`src/rtl/mdu_iter_pkg.sv`:
```
// -----------------------------------------------------------------------------
// mdu_iter_pkg
// Shared CPU package for the iterative multiply/divide unit: datapath width,
// iteration count, the MULT/MULTU/DIV/DIVU op encoding, the controller state
// encoding and two small op-decoding helpers.
// -----------------------------------------------------------------------------
package mdu_iter_pkg;

  localparam int MDU_W     = 32;                  // operand and result width
  localparam int MDU_ITERS = 32;                  // radix-2 steps per operation
  localparam int MDU_CNT_W = $clog2(MDU_ITERS);   // iteration counter width

  typedef enum logic [1:0] {
    OP_MULT  = 2'b00,
    OP_MULTU = 2'b01,
    OP_DIV   = 2'b10,
    OP_DIVU  = 2'b11
  } mdu_op_e;

  typedef enum logic [1:0] {
    ST_IDLE = 2'b00,
    ST_CALC = 2'b01,
    ST_FIX  = 2'b10
  } mdu_state_e;

  function automatic logic op_is_div(input mdu_op_e op);
    return (op == OP_DIV) || (op == OP_DIVU);
  endfunction

  function automatic logic op_is_signed(input mdu_op_e op);
    return (op == OP_MULT) || (op == OP_DIV);
  endfunction

endpackage

```
`src/rtl/mdu_iter_step.sv`:
```
// -----------------------------------------------------------------------------
// mdu_step
// One radix-2 iteration of the MDU datapath, purely combinational.
//   Multiply (shift-add, LSB first): {acc, x} holds the partial product with
//     the unconsumed multiplier bits in x; add the multiplicand when x[0]=1,
//     then shift the 2W-bit pair right by one.
//   Divide (restoring shift-subtract): acc is the partial remainder, x holds
//     the unconsumed dividend bits (MSB first) and collects quotient bits.
// Ports:
//   i_div   1  select divide step (else multiply step)
//   i_acc   W  high half: partial product / partial remainder
//   i_x     W  low half : multiplier / dividend-and-quotient
//   i_opnd  W  multiplicand / divisor
//   o_acc   W  next high half
//   o_x     W  next low half
// -----------------------------------------------------------------------------
module mdu_step
  import mdu_iter_pkg::*;
#(
  parameter int W = MDU_W
)
(
  input  logic         i_div,
  input  logic [W-1:0] i_acc,
  input  logic [W-1:0] i_x,
  input  logic [W-1:0] i_opnd,
  output logic [W-1:0] o_acc,
  output logic [W-1:0] o_x
);

  logic [W:0]   w_sum;    // acc + multiplicand, carry kept for the shift
  logic [W:0]   w_shift;  // remainder shifted left with next dividend bit
  logic [W-1:0] w_diff;   // trial remainder after subtracting the divisor
  logic         w_ge;     // trial subtraction succeeds -> quotient bit 1

  assign w_sum   = {1'b0, i_acc} + {1'b0, i_opnd};
  assign w_shift = {i_acc, i_x[W-1]};
  assign w_ge    = (w_shift >= {1'b0, i_opnd});
  // Only the low W bits matter: when w_ge holds the true difference is < divisor.
  assign w_diff  = w_shift[W-1:0] - i_opnd;

  always_comb begin
    // NOTE: every output gets a default first so no path leaves it unassigned,
    // which would otherwise infer a latch.
    o_acc = i_acc;
    o_x   = i_x;
    if (i_div) begin
      o_acc = w_ge ? w_diff : w_shift[W-1:0];
      o_x   = {i_x[W-2:0], w_ge};
    end else if (i_x[0]) begin
      {o_acc, o_x} = {w_sum, i_x[W-1:1]};
    end else begin
      {o_acc, o_x} = {1'b0, i_acc, i_x[W-1:1]};
    end
  end

endmodule

```
`src/rtl/mdu_iter.sv`:
```
// -----------------------------------------------------------------------------
// mdu_iter
// Iterative MIPS-style multiply/divide unit with architectural HI/LO.
// Sits downstream of the register file (a <- qa, b <- qb); hi/lo feed the
// MFHI/MFLO writeback mux. Each operation runs IDLE -> CALC (32 cycles) ->
// FIX (1 cycle) -> IDLE; done pulses the cycle after FIX with hi/lo valid.
// Signed ops iterate on magnitudes and fix the signs in FIX.
// Ports:
//   clk            rising-edge clock
//   clr            synchronous active-high reset / abort
//   start          request an operation (sampled only in IDLE)
//   op[1:0]        00 MULT, 01 MULTU, 10 DIV, 11 DIVU
//   a, b [W]       rs / rt operands
//   hi_we, lo_we   MTHI / MTLO strobes (IDLE and start=0 only)
//   wd [W]         MTHI / MTLO data
//   busy           state != IDLE
//   done           one-cycle commit pulse
//   dz             divide-by-zero, valid with done
//   hi, lo [W]     architectural HI / LO
// -----------------------------------------------------------------------------
module mdu_iter
  import mdu_iter_pkg::*;
#(
  parameter int W = MDU_W
)
(
  input  logic         clk,
  input  logic         clr,
  input  logic         start,
  input  logic [1:0]   op,
  input  logic [W-1:0] a,
  input  logic [W-1:0] b,
  input  logic         hi_we,
  input  logic         lo_we,
  input  logic [W-1:0] wd,
  output logic         busy,
  output logic         done,
  output logic         dz,
  output logic [W-1:0] hi,
  output logic [W-1:0] lo
);

  mdu_state_e           r_state, w_next_state;
  logic [MDU_CNT_W-1:0] r_cnt;
  mdu_op_e              r_op;
  logic [W-1:0]         r_acc, r_x, r_opnd;
  logic                 r_neg_res;   // quotient / product must be negated
  logic                 r_neg_rem;   // remainder takes the dividend's sign
  logic                 r_dz_pend;   // divide with b == 0
  logic [W-1:0]         r_hi, r_lo;
  logic                 r_done, r_dz;

  mdu_op_e              w_op;
  logic                 w_idle, w_take, w_mt_ok, w_is_div;
  logic                 w_a_neg, w_b_neg;
  logic [W-1:0]         w_a_mag, w_b_mag;
  logic [W-1:0]         w_step_acc, w_step_x;
  logic [2*W-1:0]       w_prod, w_prod_fix;
  logic [W-1:0]         w_quo, w_rem;

  assign w_op    = mdu_op_e'(op);
  assign w_idle  = (r_state == ST_IDLE);
  assign w_take  = w_idle & start;
  // start wins over MTHI/MTLO in IDLE; both are dropped while busy.
  assign w_mt_ok = w_idle & ~start;

  assign w_a_neg = op_is_signed(w_op) & a[W-1];
  assign w_b_neg = op_is_signed(w_op) & b[W-1];
  assign w_a_mag = w_a_neg ? -a : a;
  assign w_b_mag = w_b_neg ? -b : b;

  assign w_is_div = op_is_div(r_op);

  mdu_step #(.W(W)) u_step (
    .i_div  (w_is_div),
    .i_acc  (r_acc),
    .i_x    (r_x),
    .i_opnd (r_opnd),
    .o_acc  (w_step_acc),
    .o_x    (w_step_x)
  );

  // ---------------------------------------------------------------------------
  // Controller
  // ---------------------------------------------------------------------------
  always_ff @(posedge clk) begin
    // NOTE: sequential state uses non-blocking assignments so every register
    // samples pre-edge values regardless of block ordering.
    if (clr) r_state <= ST_IDLE;
    else     r_state <= w_next_state;
  end

  always_comb begin
    w_next_state = r_state;
    unique case (r_state)
      ST_IDLE: if (start) w_next_state = ST_CALC;
      ST_CALC: if (r_cnt == MDU_CNT_W'(MDU_ITERS - 1)) w_next_state = ST_FIX;
      ST_FIX:  w_next_state = ST_IDLE;
      default: w_next_state = ST_IDLE;
    endcase
  end

  always_ff @(posedge clk) begin
    if (clr)                    r_cnt <= '0;
    else if (w_take)            r_cnt <= '0;
    else if (r_state == ST_CALC) r_cnt <= r_cnt + MDU_CNT_W'(1);
  end

  // ---------------------------------------------------------------------------
  // Iteration datapath
  // ---------------------------------------------------------------------------
  // NOTE: these registers carry no reset; they are fully reloaded on every
  // accepted start and nothing observes them while IDLE.
  always_ff @(posedge clk) begin
    if (w_take) begin
      r_op      <= w_op;
      r_acc     <= '0;
      r_x       <= w_a_mag;
      r_opnd    <= w_b_mag;
      r_neg_res <= w_a_neg ^ w_b_neg;
      r_neg_rem <= w_a_neg;
      r_dz_pend <= op_is_div(w_op) && (b == '0);
    end else if (r_state == ST_CALC) begin
      r_acc <= w_step_acc;
      r_x   <= w_step_x;
    end
  end

  // Sign correction. A zero divisor leaves |a| in the remainder, so the
  // signed remainder fix already yields hi = a; only the quotient is forced.
  assign w_prod     = {r_acc, r_x};
  assign w_prod_fix = r_neg_res ? -w_prod : w_prod;
  assign w_quo      = r_dz_pend ? '1 : (r_neg_res ? -r_x : r_x);
  assign w_rem      = r_neg_rem ? -r_acc : r_acc;

  // ---------------------------------------------------------------------------
  // Architectural HI/LO and completion flags
  // ---------------------------------------------------------------------------
  always_ff @(posedge clk) begin
    if (clr) begin
      r_hi <= '0;
      r_lo <= '0;
    end else if (r_state == ST_FIX) begin
      if (w_is_div) begin
        r_hi <= w_rem;
        r_lo <= w_quo;
      end else begin
        {r_hi, r_lo} <= w_prod_fix;
      end
    end else if (w_mt_ok) begin
      if (hi_we) r_hi <= wd;
      if (lo_we) r_lo <= wd;
    end
  end

  always_ff @(posedge clk) begin
    if (clr) begin
      r_done <= 1'b0;
      r_dz   <= 1'b0;
    end else begin
      r_done <= (r_state == ST_FIX);
      r_dz   <= (r_state == ST_FIX) && w_is_div && r_dz_pend;
    end
  end

  assign busy = ~w_idle;
  assign done = r_done;
  assign dz   = r_dz;
  assign hi   = r_hi;
  assign lo   = r_lo;

endmodule

```
`config.mk`:
```
export PLATFORM = sky130hd
export DESIGN_NAME = mdu_iter
export DESIGN_NICKNAME = d
export VERILOG_FILES = /design/src/rtl/mdu_iter_pkg.sv /design/src/rtl/mdu_iter_step.sv /design/src/rtl/mdu_iter.sv
export SDC_FILE = /design/constraint.sdc
export NUM_CORES = 1
export LEC_CHECK = 0
export CORE_MARGIN = 1.5
export CORE_UTILIZATION = 55
export CTS_BUF_LIST = sky130_fd_sc_hd__clkbuf_4 sky130_fd_sc_hd__clkbuf_8
export DETAILED_ROUTE_END_ITERATION = 6
export PLACE_DENSITY = 0.83
export SYNTH_ARGS = -nofsm -noshare
export SYNTH_HDL_FRONTEND = slang
export SYNTH_HIERARCHICAL = 1
export SYNTH_SLANG_ARGS = --single-unit
```
`constraint.sdc`:
```
create_clock -name clk -period 4.6 [get_ports clk]
set_clock_uncertainty 0.2 [all_clocks]
set_input_delay 0.92 -clock clk [delete_from_list [all_inputs] [get_ports clk]]
set_output_delay 0.92 -clock clk [all_outputs]
set_load 0.1 [all_outputs]
```
==> results.json, run 1 <==
{
  "outcome": "complete, but fails checks",
  "violations": "design-rule violations",
  "cts_root_buf": "clkbuf_8",
  "finalHoldViolCount": 0,
  "startpoint_type": "flop",
  "ys_seq_elements": 173,
  "holdBufCountCts": 0,
  "slowest_stage": "a2111oi_2",
  "reg2reg_slack_ps": 650,
  "tns_ps": 0,
  "clkSinkCount": 173,
  "cp-end-kind": "flop",
  "cts_resized": 0,
  "dr.pass1.iters": 7,
  "synthXorXnorAreaFrac_pct": 9.27,
  "grtUsageTotal_pct": 33.4,
  "syn2layout_area_growth_pct": 16.0,
  "slew_headroom_pct": 24.9,
  "crit_start": "r_x[31]$_DFFE_PP_",
  "cp.required_ps": 4780,
  "io_pins": 170,
  "critPathBufInv": 2,
  "worstPathMaxFanout": 5,
  "start_util_pct": 56.3,
  "cts_tree": "yes",
  "hold_depth": 2,
  "cts_buffer_depth": 2,
  "worst_slack_ps": 651,
  "drt-initial-drc-count": 1781,
  "rsz0062_at_grt": "false",
  "post-route-period-util_pct": 85.9,
  "r2r_cells": 14,
  "synth_warnings": 6,
  "final_cell_mix": "168 x clkdlybuf4s50_1, 163 x nor2_1, 162 x nand2_1",
  "grt_pass1_wl_mm": 74.3,
  "syn_avg_cell_area_um2": 8.06,
  "clk_pin_slew_ps": 120,
  "fin_crit_ps": 3950,
  "slew_viol_final": 0,
  "leakagePower_nw": 6.70,
  "drc_errors": 21,
  "reg2reg_from": "r_x[31]$_DFFE_PP_",
  "cp_num_cells": 14,
  "synth_fp_nets": 2004,
  "fp.coreArea_um2": 26200,
  "dieArea_um2": 27800,
  "wire_per_inst_um": 20.7,
  "synth_flop_cell": "dfxtp_1",
  "synthArstFlopShare_pct": 0,
  "synth_adder_area_share_pct": 6.21,
  "drv_cap": 0,
  "timing.rr.end": "r_acc[28]$_SDFFE_PP0P_",
  "hp-start": "lo[16]$_SDFFE_PP0P_",
  "pre_cts_slack_ps": 666,
  "hpwlAfterDp_mm": 36.5,
  "crit_arrival_ps": 4130,
  "synthSimpleGateAreaFrac_pct": 20.4,
  "io_buffer_count": 169,
  "power.total_mw": 5.89,
  "max_stage_delay_ps": 560,
  "power.density_nw_per_um2": 344,
  "vias_per_cell": 6.56,
  "antenna_cells": 0,
  "place_congestion": 0.976,
  "vias": 15070,
  "synth.distinct_cells": 92,
  "drt_wl_total_mm": 47.5,
  "rows": 59,
  "muxShareOfSynthArea_pct": 3.75,
  "whs_endpoint": "lo[16]$_SDFFE_PP0P_",
  "grt_max_degree": 64,
  "path_class": "flop to flop",
  "synth_area_um2": 14700,
  "seq_area_frac_synth_pct": 28.1,
  "final_common_cell": "clkdlybuf4s50_1",
  "overflow": 0,
  "antenna_found_initial": 0,
  "cts_post_setup_buffers_inserted": 0,
  "syn_inst": 1829,
  "fmax_mhz": 253,
  "worst_slew_pin_slew_ps": 1120,
  "drive_gt1_share_pct": 8.06,
  "die_w_um": 167,
  "nFillCells": 2280,
  "synth_compound_area_share_pct": 27.3,
  "synth_top_family_by_area": "compound AO/OA/AOI/OAI gates",
  "drtAntennaViolNets": 0,
  "final_nets": 2123,
  "synth_edf_count": 68,
  "cts_buffers": 17,
  "die_h_um": 167,
  "cpMostUsedCell": "inv_1",
  "worstPathCellList": "inv_1 > ha_1 > inv_1 > fa_1 > a21oi_1 > o2111ai_1 > a31o_2 > a2111oi_2 > o211ai_1 > a311oi_1 > a41oi_1 > nor3_1 > a211oi_2 > a22o_1",
  "ir_drop_mv": 0.188,
  "crit_family": "compound AO/OA/AOI/OAI gates",
  "setup_viol": 0,
  "holdCritPathClass": "flop to flop",
  "h-tree-depth": 4,
  "insertion_delay_ps": 490,
  "grt_pass1_vias": 13516
}
## synth_stat cells (all sizes together), types with 32 or more instances
cell | n | area [um^2]
edfxtp | 68 | 2040
nor3 | 59 | 315
a211oi | 48 | 375
xor2 | 82 | 718
inv | 67 | 251
nor4 | 32 | 221
nor2 | 165 | 622
a21o | 35 | 263
o21ai | 142 | 711
nand2 | 162 | 608
xnor2 | 74 | 648
ha | 70 | 876
a21oi | 142 | 718
dfxtp | 105 | 2100
mux2 | 34 | 383
clkbuf | 85 | 319
## worst max path at each step
stage,endpoint,slack [ps]
6_report,r_acc[28]$_SDFFE_PP0P_,650
5_1_grt,r_acc[28]$_SDFFE_PP0P_,450
4_1_cts,r_acc[28]$_SDFFE_PP0P_,770
3_5_place_dp,r_x[30]$_DFFE_PP_,670
3_3_place_gp,r_x[30]$_DFFE_PP_,750
2_1_floorplan,r_acc[28]$_SDFFE_PP0P_,1250
## routing by layer
metal	up-vias	global-route usage, %	part of all wire, %
met2	849	50.6	43
met3	95	5.01	9.7
met1	7098	48.8	45
met5	-	0	0
met4	0	10.4	2.5
li1	7028	-	-
## cell families after synthesis
kind of cell,count (synthesis)
buf+inv,177
flops,173
mux,51
compound gates,593
xor+xnor,156
simple gates,607
fa+ha+maj,72
## report_power, final
| group | leakage (nW) | internal (mW) | total, mW | switching (mW) |
|---|---|---|---|---|
| Combinational | 4.96 | 1.04 | 2.75 | 1.72 |
| Clock | 0.202 | 0.416 | 1.12 | 0.709 |
| Sequential | 1.53 | 1.77 | 2.01 | 0.238 |
## worst min-delay path: cells and delay by family (launching register included)
family	cells	cell delay, ps
AOI/OAI and AO/OA	1	60
and+or+nand+nor	1	50
DFF	1	340
## cell type report
class / count / area [um^2] / area share [%]
repair buffers: 207 / 1980 / 11.6
clock inverters: 15 / 169 / 0.988
well taps: 335 / 419 / 2.45
multi-input cells: 1479 / 9890 / 57.8
flip-flops and latches: 173 / 4140 / 24.2
inverters: 70 / 263 / 1.54
clock buffers: 17 / 234 / 1.37
## metrics by stage
stage	utilization (%)	hold slack (ps)	std cells	cell area, um^2
after floorplan	-	302	1829	14700
after global placement	63.7	262	2264	16700
after detailed placement	63.7	269	2264	16700
after CTS	65.3	288	2296	17100
after global routing	65.3	309	2296	17100
final	65.3	291	2296	17100
## flip-flops by register name, indices dropped and copies added (netlist names), 2 cells and up
name and cells:
lo 32, r_acc 32, r_opnd 32, r_x 32, hi 32, r_state 2, r_cnt 5
(Power assumes the default switching activity.)
==> inputs of run 2 (changes only) <==
ABC_CLOCK_PERIOD_IN_PS = 4600   (was default)
==> results of run 2 <==
The final DEF is identical to that of run 1; final timing and power are the same.
==> inputs of run 3 (changes only) <==
ABC_CLOCK_PERIOD_IN_PS = 4400   (was 4600)
CORE_MARGIN = 10   (was 1.5)
clock period = 4.4 ns   (was 4.6 ns; I/O delays follow)
==> run 3 against run 2 <==
  * The run now ends clean
  * Worst hold slack worse by 3.0 ps
  * Utilization is 0.35 points higher
  * Final cell count is 0.22% higher
  * Global-route usage is 4.9 points lower
  * Power is 6.5% higher
  * Die area is 21% higher
  * Register-to-register slack worse by 210 ps
  * Maximum frequency is 0.14% lower
  * Sequential share of layout area is 0.13 points lower
  * Critical path depth stayed put
==> results.json, run 3 (synthesis results as in run 1) <==
{
  "outcome": "finished clean",
  "cpMostUsedCell": "inv_1",
  "wl_met2_mm": 21.1,
  "fin_crit_ps": 3950,
  "cts_tree": "yes",
  "cts_buffer_depth": 2,
  "final_area_um2": 17200,
  "finalHoldViolCount": 0,
  "placedCellCount": 2269,
  "whs_endpoint": "lo[14]$_SDFFE_PP0P_",
  "drtAntennaViolNets": 0,
  "fmax_mhz": 253,
  "drt-initial-drc-count": 1702,
  "slowest_stage": "a2111oi_2",
  "reg2reg_slack_ps": 450,
  "power.density_nw_per_um2": 365,
  "wire_per_inst_um": 21.6,
  "holdCritPathClass": "flop to flop",
  "final_nets": 2128,
  "drive_gt1_share_pct": 8.29,
  "wl_met3_mm": 5.52,
  "dr.max_layer_used": "met4",
  "cts_resized": 0,
  "cp.required_ps": 4590,
  "hp-start": "lo[14]$_SDFFE_PP0P_",
  "tns_ps": 0,
  "dieArea_um2": 33800,
  "startpoint_type": "flop",
  "setup_viol": 0,
  "post-route-period-util_pct": 89.9,
  "vias_per_cell": 6.50,
  "clkSinkCount": 173,
  "hold_depth": 2,
  "path_class": "flop to flop",
  "slew_headroom_pct": 24.8,
  "power.total_mw": 6.27,
  "final_util_pct": 65.6,
  "cts_root_buf": "clkbuf_8",
  "die_w_um": 184,
  "crit_family": "compound AO/OA/AOI/OAI gates",
  "placed_area_um2": 16700,
  "finalHoldWorstSlack_ps": 288,
  "grt_max_degree": 92,
  "reg2reg_from": "r_x[31]$_DFFE_PP_",
  "io_pins": 170,
  "cts_buffers": 17,
  "rows": 59,
  "vias": 14963,
  "drv_cap": 0,
  "r2r_cells": 14,
  "holdBufCountCts": 0,
  "worstPathCellList": "inv_1 > ha_1 > inv_1 > fa_1 > a21oi_1 > o2111ai_1 > a31o_2 > a2111oi_2 > o211ai_1 > a311oi_1 > a41oi_1 > nor3_1 > a211oi_2 > a22o_1",
  "start_util_pct": 56.3,
  "grtUsageTotal_pct": 28.5,
  "final_cell_mix": "168 x clkdlybuf4s50_1, 163 x nor2_1, 162 x nand2_1",
  "nFillCells": 2263,
  "h-tree-depth": 4,
  "ir_drop_mv": 0.213,
  "max_stage_delay_ps": 530,
  "syn2layout_area_growth_pct": 16.6,
  "die_h_um": 184,
  "place_congestion": 1.01,
  "stdcell_count": 2301,
  "grt_pass1_wl_mm": 77.7,
  "hpwlAfterDp_mm": 38.1,
  "drc_errors": 0,
  "timing.rr.end": "r_acc[28]$_SDFFE_PP0P_",
  "dr.pass1.iters": 5,
  "multiInputGateArea_um2": 9890,
  "overflow": 0,
  "worst_slew_pin_slew_ps": 1130,
  "cts_post_setup_buffers_inserted": 0,
  "fp.coreArea_um2": 26200,
  "rsz0062_at_grt": "false",
  "insertion_delay_ps": 490,
  "seq_area_um2": 4140,
  "cp-end-kind": "flop",
  "grt_pass1_vias": 13999,
  "final_common_cell": "clkdlybuf4s50_1",
  "crit_arrival_ps": 4150,
  "leakagePower_nw": 6.75,
  "slew_viol_final": 0,
  "io_buffer_count": 169,
  "wl_met1_mm": 22.2,
  "drt_wl_total_mm": 49.7,
  "antenna_cells": 0,
  "clk_pin_slew_ps": 120,
  "worstPathMaxFanout": 5,
  "pre_cts_slack_ps": 534,
  "antenna_found_initial": 0,
  "worst_slack_ps": 445,
  "critPathBufInv": 2
}
==> run 3: cell types whose count changed in the layout (fill, tap and decap cells not counted), moves of 2 or more <==
cell	before	now
inv_6	2	4
inv_8	5	2
clkinv_8	3	5
buf_4	37	41
==> run 3: report_power, final <==
group | switching [mW] | internal, mW
combinational | 1.82 | 1.09
clock | 0.768 | 0.501
sequential | 0.237 | 1.85
==> run 3: how the worst max path moves through the flow <==
| stage | startpoint | to | slack [ps] | cells past startpoint |
|---|---|---|---|---|
| 4_1_cts | r_x[31]$_DFFE_PP_ | r_acc[28]$_SDFFE_PP0P_ | 560 | 14 |
| 6_report | r_x[31]$_DFFE_PP_ | r_acc[28]$_SDFFE_PP0P_ | 450 | 14 |
| 5_1_grt | r_opnd[1]$_DFFE_PP_ | r_acc[21]$_SDFFE_PP0P_ | 330 | 13 |
| 3_3_place_gp | a[0] | r_x[30]$_DFFE_PP_ | 620 | 9 |
| 3_5_place_dp | a[1] | r_x[30]$_DFFE_PP_ | 530 | 9 |
| 2_1_floorplan | r_x[31]$_DFFE_PP_ | r_acc[28]$_SDFFE_PP0P_ | 1050 | 14 |
==> run 3: routing by layer <==
| layer | GRT usage (%) | vias up |
|---|---|---|
| met4 | 6.33 | 0 |
| met2 | 43.1 | 823 |
| met3 | 5.57 | 62 |
| li1 | - | 7057 |
| met5 | 0 | - |
| met1 | 41.0 | 7021 |
==> run 3: final cells by class <==
class / count / share of cell area, %
clock buffer: 17 / 1.36
clock inverter: 15 / 1.22
inverter: 70 / 1.53
multi-input combinational: 1479 / 57.5
sequential: 173 / 24.1
tap: 335 / 2.44
timing repair buffer: 212 / 11.8
==> run 3: worst min-delay path: stages (launching register included) <==
cell and delay (ps):
dfxtp_1 330, nand2_1 50, a221oi_1 60
